===== src/rtl/ring_renderer.sv =====
// Annulus pixel shader with optional pulsing radius; 2-cycle pixel pipeline, radii change only on frame_tick.
// Define RING_FILL_EN to add a fill_color port for pixels strictly inside the inner radius.
module ring_renderer #(
  parameter int WIDTH    = 96,
  parameter int HEIGHT   = 64,
  parameter int IDX_W    = 13,
  parameter int COLOR_W  = 16,
  parameter int CX       = 48,
  parameter int CY       = 32,
  parameter int R_IN     = 12,
  parameter int R_OUT    = 14,
  parameter int R_MAX    = 30,
  parameter int STEP_DIV = 4
) (
  input  logic               clk25,
  input  logic               rst_n,
  input  logic [IDX_W-1:0]   pixel_index,
  input  logic [COLOR_W-1:0] color_in,
`ifdef RING_FILL_EN
  input  logic [COLOR_W-1:0] fill_color,
`endif
  input  logic               frame_tick,
  input  logic               pulse_mode,
  output logic [COLOR_W-1:0] color,
  output logic               busy_anim
);

  localparam int NPIX  = WIDTH * HEIGHT;
  localparam int DW    = IDX_W + 1;
  localparam int SW    = 2 * IDX_W;
  localparam int CNT_W = (STEP_DIV > 1) ? $clog2(STEP_DIV) : 1;

  typedef enum logic [1:0] {ST_STATIC, ST_GROW, ST_SHRINK} state_e;

  state_e           state_q;
  logic [IDX_W-1:0] r_in_q, r_out_q;
  logic [CNT_W-1:0] cnt_q;
  logic             busy_q;
  logic [SW-1:0]    r_in2_q, r_out2_q;

  // Radius animation: everything advances only on a frame_tick cycle.
  always_ff @(posedge clk25 or negedge rst_n) begin
    if (!rst_n) begin
      state_q <= ST_STATIC;
      r_in_q  <= IDX_W'(R_IN);
      r_out_q <= IDX_W'(R_OUT);
      cnt_q   <= '0;
      busy_q  <= 1'b0;
    end else if (frame_tick) begin
      unique case (state_q)
        ST_STATIC: begin
          r_in_q  <= IDX_W'(R_IN);
          r_out_q <= IDX_W'(R_OUT);
          cnt_q   <= '0;
          if (pulse_mode) begin
            state_q <= ST_GROW;
            busy_q  <= 1'b1;
          end
        end
        ST_GROW, ST_SHRINK: begin
          if (!pulse_mode) begin
            state_q <= ST_STATIC;
            busy_q  <= 1'b0;
            r_in_q  <= IDX_W'(R_IN);
            r_out_q <= IDX_W'(R_OUT);
            cnt_q   <= '0;
          end else if (cnt_q == CNT_W'(STEP_DIV - 1)) begin
            cnt_q <= '0;
            if (state_q == ST_GROW) begin
              r_in_q  <= r_in_q + 1'b1;
              r_out_q <= r_out_q + 1'b1;
              if (r_out_q == IDX_W'(R_MAX - 1)) state_q <= ST_SHRINK;
            end else begin
              r_in_q  <= r_in_q - 1'b1;
              r_out_q <= r_out_q - 1'b1;
              if (r_in_q == IDX_W'(R_IN + 1)) state_q <= ST_GROW;
            end
          end else begin
            cnt_q <= cnt_q + 1'b1;
          end
        end
        default: state_q <= ST_STATIC;
      endcase
    end
  end

  // Squares lag the radii by one cycle so a whole frame sees one consistent pair.
  always_ff @(posedge clk25 or negedge rst_n) begin
    if (!rst_n) begin
      r_in2_q  <= SW'(R_IN * R_IN);
      r_out2_q <= SW'(R_OUT * R_OUT);
    end else begin
      r_in2_q  <= r_in_q * r_in_q;
      r_out2_q <= r_out_q * r_out_q;
    end
  end

  logic [IDX_W-1:0]     x_d, y_d;
  logic signed [DW-1:0] dx_d, dy_d;
  logic                 in_range_d;

  assign x_d        = pixel_index % IDX_W'(WIDTH);
  assign y_d        = pixel_index / IDX_W'(WIDTH);
  assign dx_d       = DW'($signed({1'b0, x_d}) - CX);
  assign dy_d       = DW'($signed({1'b0, y_d}) - CY);
  assign in_range_d = (int'(pixel_index) < NPIX);

  logic signed [DW-1:0] dx_q, dy_q;
  logic                 in_range_q, v1_q;
  logic [COLOR_W-1:0]   col1_q;
`ifdef RING_FILL_EN
  logic [COLOR_W-1:0]   fill1_q;
`endif

  // NOTE: sequential state uses non-blocking assignments so every register samples pre-edge values.
  always_ff @(posedge clk25 or negedge rst_n) begin
    if (!rst_n) begin
      dx_q       <= '0;
      dy_q       <= '0;
      in_range_q <= 1'b0;
      v1_q       <= 1'b0;
      col1_q     <= '0;
`ifdef RING_FILL_EN
      fill1_q    <= '0;
`endif
    end else begin
      dx_q       <= dx_d;
      dy_q       <= dy_d;
      in_range_q <= in_range_d;
      v1_q       <= 1'b1;
      col1_q     <= color_in;
`ifdef RING_FILL_EN
      fill1_q    <= fill_color;
`endif
    end
  end

  logic [IDX_W-1:0]   adx, ady;
  logic [SW-1:0]      dx2, dy2;
  logic [SW:0]        d2;
  logic [COLOR_W-1:0] shade_d, color_q;

  assign adx = dx_q[DW-1] ? IDX_W'(-dx_q) : IDX_W'(dx_q);
  assign ady = dy_q[DW-1] ? IDX_W'(-dy_q) : IDX_W'(dy_q);
  assign dx2 = adx * adx;
  assign dy2 = ady * ady;
  assign d2  = {1'b0, dx2} + {1'b0, dy2};

  // NOTE: default assignment first so no path through this block can infer a latch.
  always_comb begin
    shade_d = '0;
    if (v1_q && in_range_q) begin
      if (d2 >= {1'b0, r_in2_q} && d2 <= {1'b0, r_out2_q}) shade_d = col1_q;
`ifdef RING_FILL_EN
      else if (d2 < {1'b0, r_in2_q}) shade_d = fill1_q;
`endif
    end
  end

  always_ff @(posedge clk25 or negedge rst_n) begin
    if (!rst_n) color_q <= '0;
    else        color_q <= shade_d;
  end

  assign color     = color_q;
  assign busy_anim = busy_q;

endmodule

===== config.mk =====
export PLATFORM = sky130hd
export DESIGN_NAME = ring_renderer
export DESIGN_NICKNAME = d
export VERILOG_FILES = /design/src/rtl/ring_renderer.sv
export SDC_FILE = /design/constraint.sdc
export NUM_CORES = 1
export LEC_CHECK = 0
export BUFFER_PORTS_ARGS = -buffer_cell sky130_fd_sc_hd__buf_4
export CAP_MARGIN = 5
export CORE_MARGIN = 5
export CORE_UTILIZATION = 65
export CTS_BUF_LIST = sky130_fd_sc_hd__clkbuf_4 sky130_fd_sc_hd__clkbuf_8
export CTS_CLUSTER_SIZE = 16
export DETAILED_ROUTE_END_ITERATION = 12
export PLACE_DENSITY = 0.82
export SLEW_MARGIN = 20
export SYNTH_ARGS = -nofsm -noshare
export SYNTH_HDL_FRONTEND = slang
export SYNTH_SLANG_ARGS = --single-unit

===== constraint.sdc =====
create_clock -name clk25 -period 11.5 [get_ports clk25]
set_clock_uncertainty 0.05 [all_clocks]
set_input_delay 1.15 -clock clk25 [delete_from_list [all_inputs] [get_ports clk25]]
set_output_delay 1.15 -clock clk25 [all_outputs]
set_load 0.02 [all_outputs]

Word level (Yosys, flattened, before mapping)
Index checks and enable logic that the tools add are counted.

Flip-flop bits (word level): 145. Bits of input ports: 33. Output and inout bits: 17. Logic and storage cells: 76.

$add $sub $neg: 10. Multipliers: 4. Div/mod/pow operators: 2. $lt $le $gt $ge: 3. Equal/unequal tests: 10. Multiplexer cells: 25. Reductions and logical operators: 9.

Operators by type and width (count): $mul 13x13->26 (4); $mux 13 (8); $pmux 13 s2 (2); $mux 16 (2); $sub 13x6->14 const B (2); $add 26x26->27 (1); $ge 27x26->1 (1); $le 27x26->1 (1); $add 13x1->13 const B (2); $neg 13->13 (2); $sub 13x1->13 const B (2); $mux 2 (8); $div 13x7->13 const B (1); $eq 13x4->1 const B (1); $eq 13x5->1 const B (1); $lt 13x13->1 const B (1); $mod 13x7->13 const B (1); $ne 4x4->1 const B (2); $pmux 2 s2 (2); $reduce_and 5->1 (1); $eq 2x2->1 const B (2); $ne 2x2->1 const B (2); $reduce_and 4->1 (1); $ne 3x3->1 const B (1); other kinds (10) (12).

Depth between registers and ports, before layout
Gate-level depths: netlist of the first run.

Depth in word-level cells: 8. Depth in mapped cells: 40. Mapped depth without buffers: 38.

Least setup slack after synthesis of the first run
No wires, ideal clock.

Kind: reg-to-reg. Start point: reg dx_q[0]. End point: reg color_q[10], in the netlist color[10]. Setup time: 0.078 ns. Arrival time: 9.063 ns. Data required time: 11.372 ns. Path slack: 2.309 ns. Cell stages (with the launch flop): 39. Path buffers: 2. Clock period less this slack: 9.191 ns. Cells stage by stage: dfrtp_1 -> inv_1 -> clkbuf_1 -> ha_1 -> nand2_1 -> o41ai_2 -> xnor2_1 -> clkinv_1 -> or2_2 -> fa_1 -> fa_1 -> inv_1 -> fa_1 -> inv_1 -> fa_1 -> inv_1 -> fa_1 -> inv_1 -> (+3 left out) -> ha_1 -> o21ai_0 -> nand2b_1 -> nand3_1 -> o21a_1 -> o31a_1 -> o21ai_0 -> nor2_1 -> xnor2_1 -> ha_1 -> a2111oi_0 -> o21ai_0 -> a211oi_1 -> o21ai_0 -> a31oi_1 -> buf_2 -> nand4_1 -> a21oi_1.

Longest elaborated chain between the ends: 8. Elaborated cells between the ends (all ways): 9. Those cells by class: add/sub (2); mul (1); order compare (2); mux (3); reduce/logical (1).

RTL lines: start, declared (line 108) `logic signed [DW-1:0] dx_q, dy_q;`; start signal, assigned (line 118) `dx_q <= '0;`; start signal, assigned (line 127) `dx_q <= dx_d;`; $neg 13->13 (line 143) `assign adx = dx_q[DW-1] ? IDX_W'(-dx_q) : IDX_W'(dx_q);`; $mux 13 (*) (line 143); $mul 13x13->26 (*) (line 145) `assign dx2 = adx * adx;`; $add 26x26->27 (*) (line 147) `assign d2 = {1'b0, dx2} + {1'b0, dy2};`; $ge 27x26->1 or $le 27x26->1 (tied branches) (line 153) `if (d2 >= {1'b0, r_in2_q} && d2 <= {1'b0, r_out2_q}) shade_d = col1_q;`; $logic_and 1x1->1 (*) (line 153); $mux 16 (*) (line 153); $mux 16 (*) (line 152) `if (v1_q && in_range_q) begin`; via shade_d[10] (line 141) `logic [COLOR_W-1:0] shade_d, color_q;`; end signal, assigned (line 161) `if (!rst_n) color_q <= '0;`; end signal, assigned (line 162) `else color_q <= shade_d;`; end, declared (line 141).

The timed path passes the listed nets; every way through them passes the cells marked *. A chain may end at the register's enable or synchronous reset.

Final worst setup path of the first run
Start point: reg dx_q[0]. End point: reg color_q[13], in the netlist color[13].

The elaborated chain is that of the path after synthesis.

==> summary.md, run 1 <==
| Metric | Value |
|---|---|
| Avg WL per Cell | 17.33 um |
| Critical Path Fanout Max | 16 |
| Hold_buf cts | 0 |
| Post-cts resize count | 0 |
| Vias in the first global route | 20220 |
| EDFF count, synth | 0 |
| Layout cells sized above 1 | roughly 5.3% |
| GP Congestion | 0.9636 |
| Setup TNS Final | 0 ns |
| Synth area leaders | fa_1, ha_1, dfrtp_1, inv_1, xnor2_1 |
| Post-Route WL | 55950 um |
| Post-synth top area share | 35.27% |
| FP Rows | 72 |
| Vias | 18030 |
| FILL cells | 2922 |
| Post-Synthesis Cells | 2596 |
| Setup bufs post-CTS | 0 |
| Num Clock Sinks | 137 |
| Pins Over Slew Limit | 0 |
| GRT overflow | 0 |
| First-pass GRT wire length | 97060 um |
| Clk Latency, worst-skew pair | 0.50 ns |
| Root buf cell | clkbuf_8 |
| Area grow syn2layout | 6.111% |
| Max clock buf depth | 2 |
| Crit start category | flop |
| CTS tree | done |
| Most frequent cell after synthesis | inv_1 |
| Period utilisation layout | 89.21% |
| Final-report hold violation count | 0 |
| Fmax | about 100 MHz |
| Syn_area_per_cell | 9.686 um^2 |
| Commonest cells in the synthesized netlist | inv_1, fa_1, ha_1 |
| All-Layer GR Usage | 28.55% |
| #FFs+latches synth | 137 |
| Yosys warns | 0 |
| Die Ht | 206.7 um |
| Largest area contributor in the netlist | fa_1 |
| Final setup violation count | 0 |
| RSZ-0062 raised after global routing | false |
| Min-delay worst type | flop to flop |
| # DRC | 0 |
| Crit path kind | flop to flop |
| Critical path's slowest cell | fa_1 |
| Synth Flop Type | dfrtp_1 |
| Total clock buffers created by CTS | 17 |
| CP peak stage delay | about 0.58 ns |
| Post-Syn Area | around 25000 um^2 |
| Largest net degree at the start of global routing | 82 |
| Initial antenna violation count | 0 |
| Register area | 3441 um^2 |
| Most frequent CP cell | fa_1 |
| Area occupied by multi-input gates | 19660 um^2 |
| H-tree Lvls | 4 |
| Status | completed |
| Via-to-Cell Ratio | 5.586 |
| Post-route ant nets | 0 |
| Port bufs | about 50 |
| Ys async rst share | between 90% and 100% |
| Least-Margin Pin Slew | 0.9200 ns |
| CTS clock-pin slew for the worst setup and hold paths | 0.09 ns |
| Die W | just over 200 um |
| Core area | 38470 um^2 |
| Crit. End Element | flop |
| Slew margin rel. | 38.23% |
| Max-cap violations | 0 |
| Sequential-to-total area share from yosys stat | 13.68% |
| First drt pass iteration count | 7 |
| I/O pins | 50 |
| # nets final | between 3000 and 4000 |
| Post-DP HPWL | 47760 um |
| Clock period minus worst slack | 10.26 ns |
| Die area | roughly 43000 um^2 |
| CP required | 11.85 ns |
| Diodes inserted | 0 |
| Number of DRC markers in iteration 0 | 924 |
| Crit path DAT | 10.61 ns |
| Starting density of the core | 65.37% |
| Distinct cells, synth | 78 |
per-layer routing:
| metal | wire, um | part of all wire, % | track usage [%] | vias up |
|---|---|---|---|---|
| met2 | 28940 | 52 | 50.28 | 503 |
| met1 | 21830 | 39 | 35.14 | 9044 |
| met4 | 2335 | 4.2 | 11.74 | 0 |
| met5 | 0 | 0 | 0 | - |
| met3 | 2848 | 5.1 | 4.702 | 158 |
| li1 | - | - | - | 8328 |
final cells by class:
type	count	area share, %
timing repair buffer	58	1.660
clock buffer	19	0.9332
multi-input combinational	1915	73.67
clock inverter	13	0.4221
tap	518	2.429
inverter	568	7.991
sequential	137	12.90
layout by cell type, fill, tap and decap left out, drive strengths merged, types with 6 or more instances in the layout:
cell / count
inv: 570
fa: 443
ha: 332
nor2: 152
nand2: 137
dfrtp: 127
and2: 101
a21oi: 91
conb: 90
xnor2: 82
o21ai: 71
buf: 58
xor2: 37
a21o: 35
nand2b: 30
nor3: 29
nand3: 27
or2: 22
nand4: 22
clkbuf: 19
o21a: 18
nor2b: 15
a31oi: 13
o21bai: 13
a211oi: 13
o22ai: 12
o31ai: 11
nor4: 10
dfstp: 10
o211ai: 9
clkinv: 9
or3: 8
and3: 8
nor3b: 7
or4: 6
a2111oi: 6
o311ai: 6
through the flow:
step	hold WS, ns	setup WS [ns]	utilization, %	cells	area (um^2)
2_1_floorplan	0.3432	2.309	-	2684	25470
3_3_place_gp	0.4278	1.764	68.37	3196	26300
3_5_place_dp	0.4374	1.269	68.37	3196	26300
4_1_cts	0.4530	1.173	69.31	3228	26660
5_1_grt	0.4726	0.5550	69.36	3228	26680
6_report	0.4507	1.240	69.36	3228	26680
worst max-delay path: cells and delay by family (launching register included):
kind | cells | cell delay [ns]
xor gates and xnor gates | 2 | 0.68
and+or+nand+nor | 9 | 1.96
AOI/OAI and AO/OA | 7 | 1.79
adders and majority gates | 10 | 4.37
buffers and inverters | 5 | 0.83
DFF | 1 | 0.49
flip-flops by register name, indices dropped and copies added, names as in the netlist:
register / count
r_in2_q: 25
r_out2_q: 25
col1_q: 16
color: 16
dx_q: 14
r_in_q: 13
r_out_q: 13
dy_q: 8
cnt_q: 2
state_q: 2
busy_anim: 1
in_range_q: 1
v1_q: 1
cells by family (layout without fill, tap and decap cells):
| family | Yosys count | after routing | share of synthesized area [%] |
|---|---|---|---|
| compound gates | 335 | 335 | 8.753 |
| other cells | 2 | 90 | 0.02987 |
| simple gates | 588 | 588 | 11.67 |
| mux | 8 | 8 | 0.3832 |
| buf+inv | 632 | 658 | 9.514 |
| flops | 137 | 137 | 13.68 |
| fa+ha+maj | 775 | 775 | 51.79 |
| xor+xnor | 119 | 119 | 4.175 |
path summary, 6_finish.rpt:
kind                            slack, ns                start  cells after the start                      to
worst max-delay path                 1.24    dx_q[0]$_DFF_PN0_                     33     color[13]$_DFF_PN0_
min in group asynchronous            0.55                rst_n                      1  r_out_q[5]$_DFFE_PN0P_
worst min-delay path                 0.45  col1_q[9]$_DFF_PN0_                      2      color[9]$_DFF_PN0_
worst max register to register       1.24    dx_q[0]$_DFF_PN0_                     33     color[13]$_DFF_PN0_
max in group asynchronous            9.67                rst_n                      2   r_in_q[5]$_DFFE_PN0P_
worst min register to register       0.45  col1_q[9]$_DFF_PN0_                      2      color[9]$_DFF_PN0_
Power of run 1 is not shown: default switching activity piles up to over one toggle a cycle in this logic, so the estimate is an artifact.
==> run 2, diff against run 1 <==
==> constraint.sdc (replaced) <==
create_clock -name clk25 -period 11.5 [get_ports clk25]
set_clock_uncertainty 0.05 [all_clocks]
set_input_delay 0.575 -clock clk25 [delete_from_list [all_inputs] [get_ports clk25]]
set_output_delay 0.575 -clock clk25 [all_outputs]
set_load 0.02 [all_outputs]
==> summary.md, run 2 (synthesis results as in run 1) <==
| Metric | Value |
|---|---|
| # DRC | 0 (unchanged) |
| Post-Route WL | 55840 um (was 55950 um) |
| Final-report hold violation count | 0 (unchanged) |
| Finished Core Util | 69.39% (was 69.36%) |
| FP Rows | 72 (unchanged) |
| CTS clock-pin slew for the worst setup and hold paths | 0.09 ns (about the same) |
| Port bufs | 49 (unchanged) |
| Diodes inserted | 0 (unchanged) |
| Clock period minus worst slack | 10.27 ns (was 10.26 ns) |
| Crit. End Element | flop (unchanged) |
| Die area | 42720 um^2 (unchanged) |
| # nets final | 3506 (was 3505) |
| GRT overflow | 0 (unchanged) |
| Setup TNS Final | 0 ns (unchanged) |
| Critical path's slowest cell | xnor2_1 (was fa_1) |
| Commonest non-fill, non-tap cell in the layout | inv_1 (unchanged) |
| Crit path kind | flop to flop (unchanged) |
| Post-route ant nets | 0 (unchanged) |
| Crit start category | flop (unchanged) |
| H-tree Lvls | 4 (unchanged) |
| I/O pins | 50 (unchanged) |
| Core area | 38470 um^2 (unchanged) |
| Avg WL per Cell | 17.29 um (was 17.33 um) |
| Post-DP HPWL | 47760 um (unchanged) |
| Slew margin rel. | 37.85% (was 38.23%) |
| Die W | 206.7 um (unchanged) |
| Max-cap violations | 0 (unchanged) |
| Largest net degree at the start of global routing | 82 (unchanged) |
| Min-delay worst type | input pin to flop (was flop to flop) |
| Via-to-Cell Ratio | 5.585 (was 5.586) |
| Largest regs | r_in2_q (25), r_out2_q (25) (unchanged) |
| RSZ-0062 raised after global routing | false (unchanged) |
| Number of DRC markers in iteration 0 | 960 (was 924) |
| GP Congestion | 0.9636 (unchanged) |
| Critical Path Fanout Max | 16 (unchanged) |
| First-pass GRT wire length | 97080 um (was 97060 um) |
| Total clock buffers created by CTS | 17 (unchanged) |
| Post-route setup slack | 1.230 ns (was 1.240 ns) |
| Setup bufs post-CTS | 0 (unchanged) |
| Most frequent CP cell | fa_1 (unchanged) |
| Starting density of the core | 65.37% (unchanged) |
| First drt pass iteration count | 7 (unchanged) |
| Period utilisation layout | 89.31% (was 89.21%) |
| Final setup violation count | 0 (unchanged) |
| CP peak stage delay | 0.58 ns (about the same) |
| Max clock buf depth | 2 (unchanged) |
| Layout cells sized above 1 | 5.312% (was 5.314%) |
| Root buf cell | clkbuf_8 (unchanged) |
| Vias | 18040 (was 18030) |
| CP required | 11.87 ns (was 11.85 ns) |
| Pre-CTS WS | 1.269 ns (unchanged) |
| CTS tree | done (unchanged) |
| Least-Margin Pin Slew | 0.9255 ns (was 0.9200 ns) |
| R2R setup slack | 1.23 ns (was 1.24 ns) |
| Initial antenna violation count | 0 (unchanged) |
| Status | completed (unchanged) |
| Vias in the first global route | 20230 (was 20220) |
| Crit path DAT | 10.64 ns (was 10.61 ns) |
| Fin cells | 3229 (was 3228) |
| Post-cts resize count | 0 (unchanged) |
| Clk Latency, worst-skew pair | 0.50 ns (about the same) |
| Pins Over Slew Limit | 0 (unchanged) |
| Area grow syn2layout | 6.150% (was 6.111%) |
| Num Clock Sinks | 137 (unchanged) |
| Fmax | 97.37 MHz (was 97.47 MHz) |
| Cell count after placement | 3196 (unchanged) |
| Most frequent cells in the layout | inv_1, fa_1, ha_1, nor2_1, nand2_1 (unchanged) |
| All-Layer GR Usage | 28.56% (was 28.55%) |
| Die Ht | 206.7 um (unchanged) |
==> run 2: changes by cell type in the layout (fill, tap and decap cells not counted) <==
cell | previous run | this run
dlygate4sd3_1 | 0 | 1
==> run 2: worst paths after layout <==
path,startpoint,cells after the start,endpoint
min in group asynchronous,rst_n,2,r_out_q[5]$_DFFE_PN0P_
min reg2reg,col1_q[15]$_DFF_PN0_,2,color[15]$_DFF_PN0_
max,dx_q[0]$_DFF_PN0_,33,color[3]$_DFF_PN0_
max reg2reg,dx_q[0]$_DFF_PN0_,33,color[3]$_DFF_PN0_
max in group asynchronous,rst_n,3,r_in_q[5]$_DFFE_PN0P_
min,color_in[8],1,col1_q[8]$_DFF_PN0_
==> run 2: worst max-delay path, delay by kind of cell, from the launching register on <==
kind	cells	cell delay [ns]
xor gates and xnor gates	2	0.71
adders and majority gates	10	4.36
buffers and inverters	5	0.84
AOI/OAI and AO/OA	7	1.73
DFF	1	0.48
and+or+nand+nor	9	2.01
==> run 2: through the flow <==
step / hold slack, ns / cell area (um^2)
4_1_cts: 0.1020 / 26670
5_1_grt: 0.1029 / 26690
3_5_place_dp: 0.4374 / 26300
6_report: 0.1262 / 26690
2_1_floorplan: 0.2294 / 25470
3_3_place_gp: 0.4278 / 26300
==> run 2: repair_timing <==
item,CTS,global route
hold buffers,1,0
endpoints found under the setup margin,0,0
hold endpoints to repair,55,0
==> run 2: cell type report <==
class	count	area (um^2)
Multi-Input combinational cell	1915	19660
Fill cell	2922	11780
Sequential cell	137	3441
Inverter	568	2132
Tap cell	518	648.1
Timing Repair Buffer	59	452.9
Clock buffer	19	249.0
Clock inverter	13	112.6
==> run 2: metal layers <==
| metal | GRT usage [%] | vias up | routed length, um |
|---|---|---|---|
| met5 | 0 | - | 0 |
| met4 | 11.79 | 0 | 2447 |
| met3 | 4.640 | 168 | 2896 |
| met2 | 50.29 | 529 | 28790 |
| met1 | 35.18 | 9012 | 21700 |
| li1 | - | 8326 | - |
Power of run 2 is left out for the same reason.
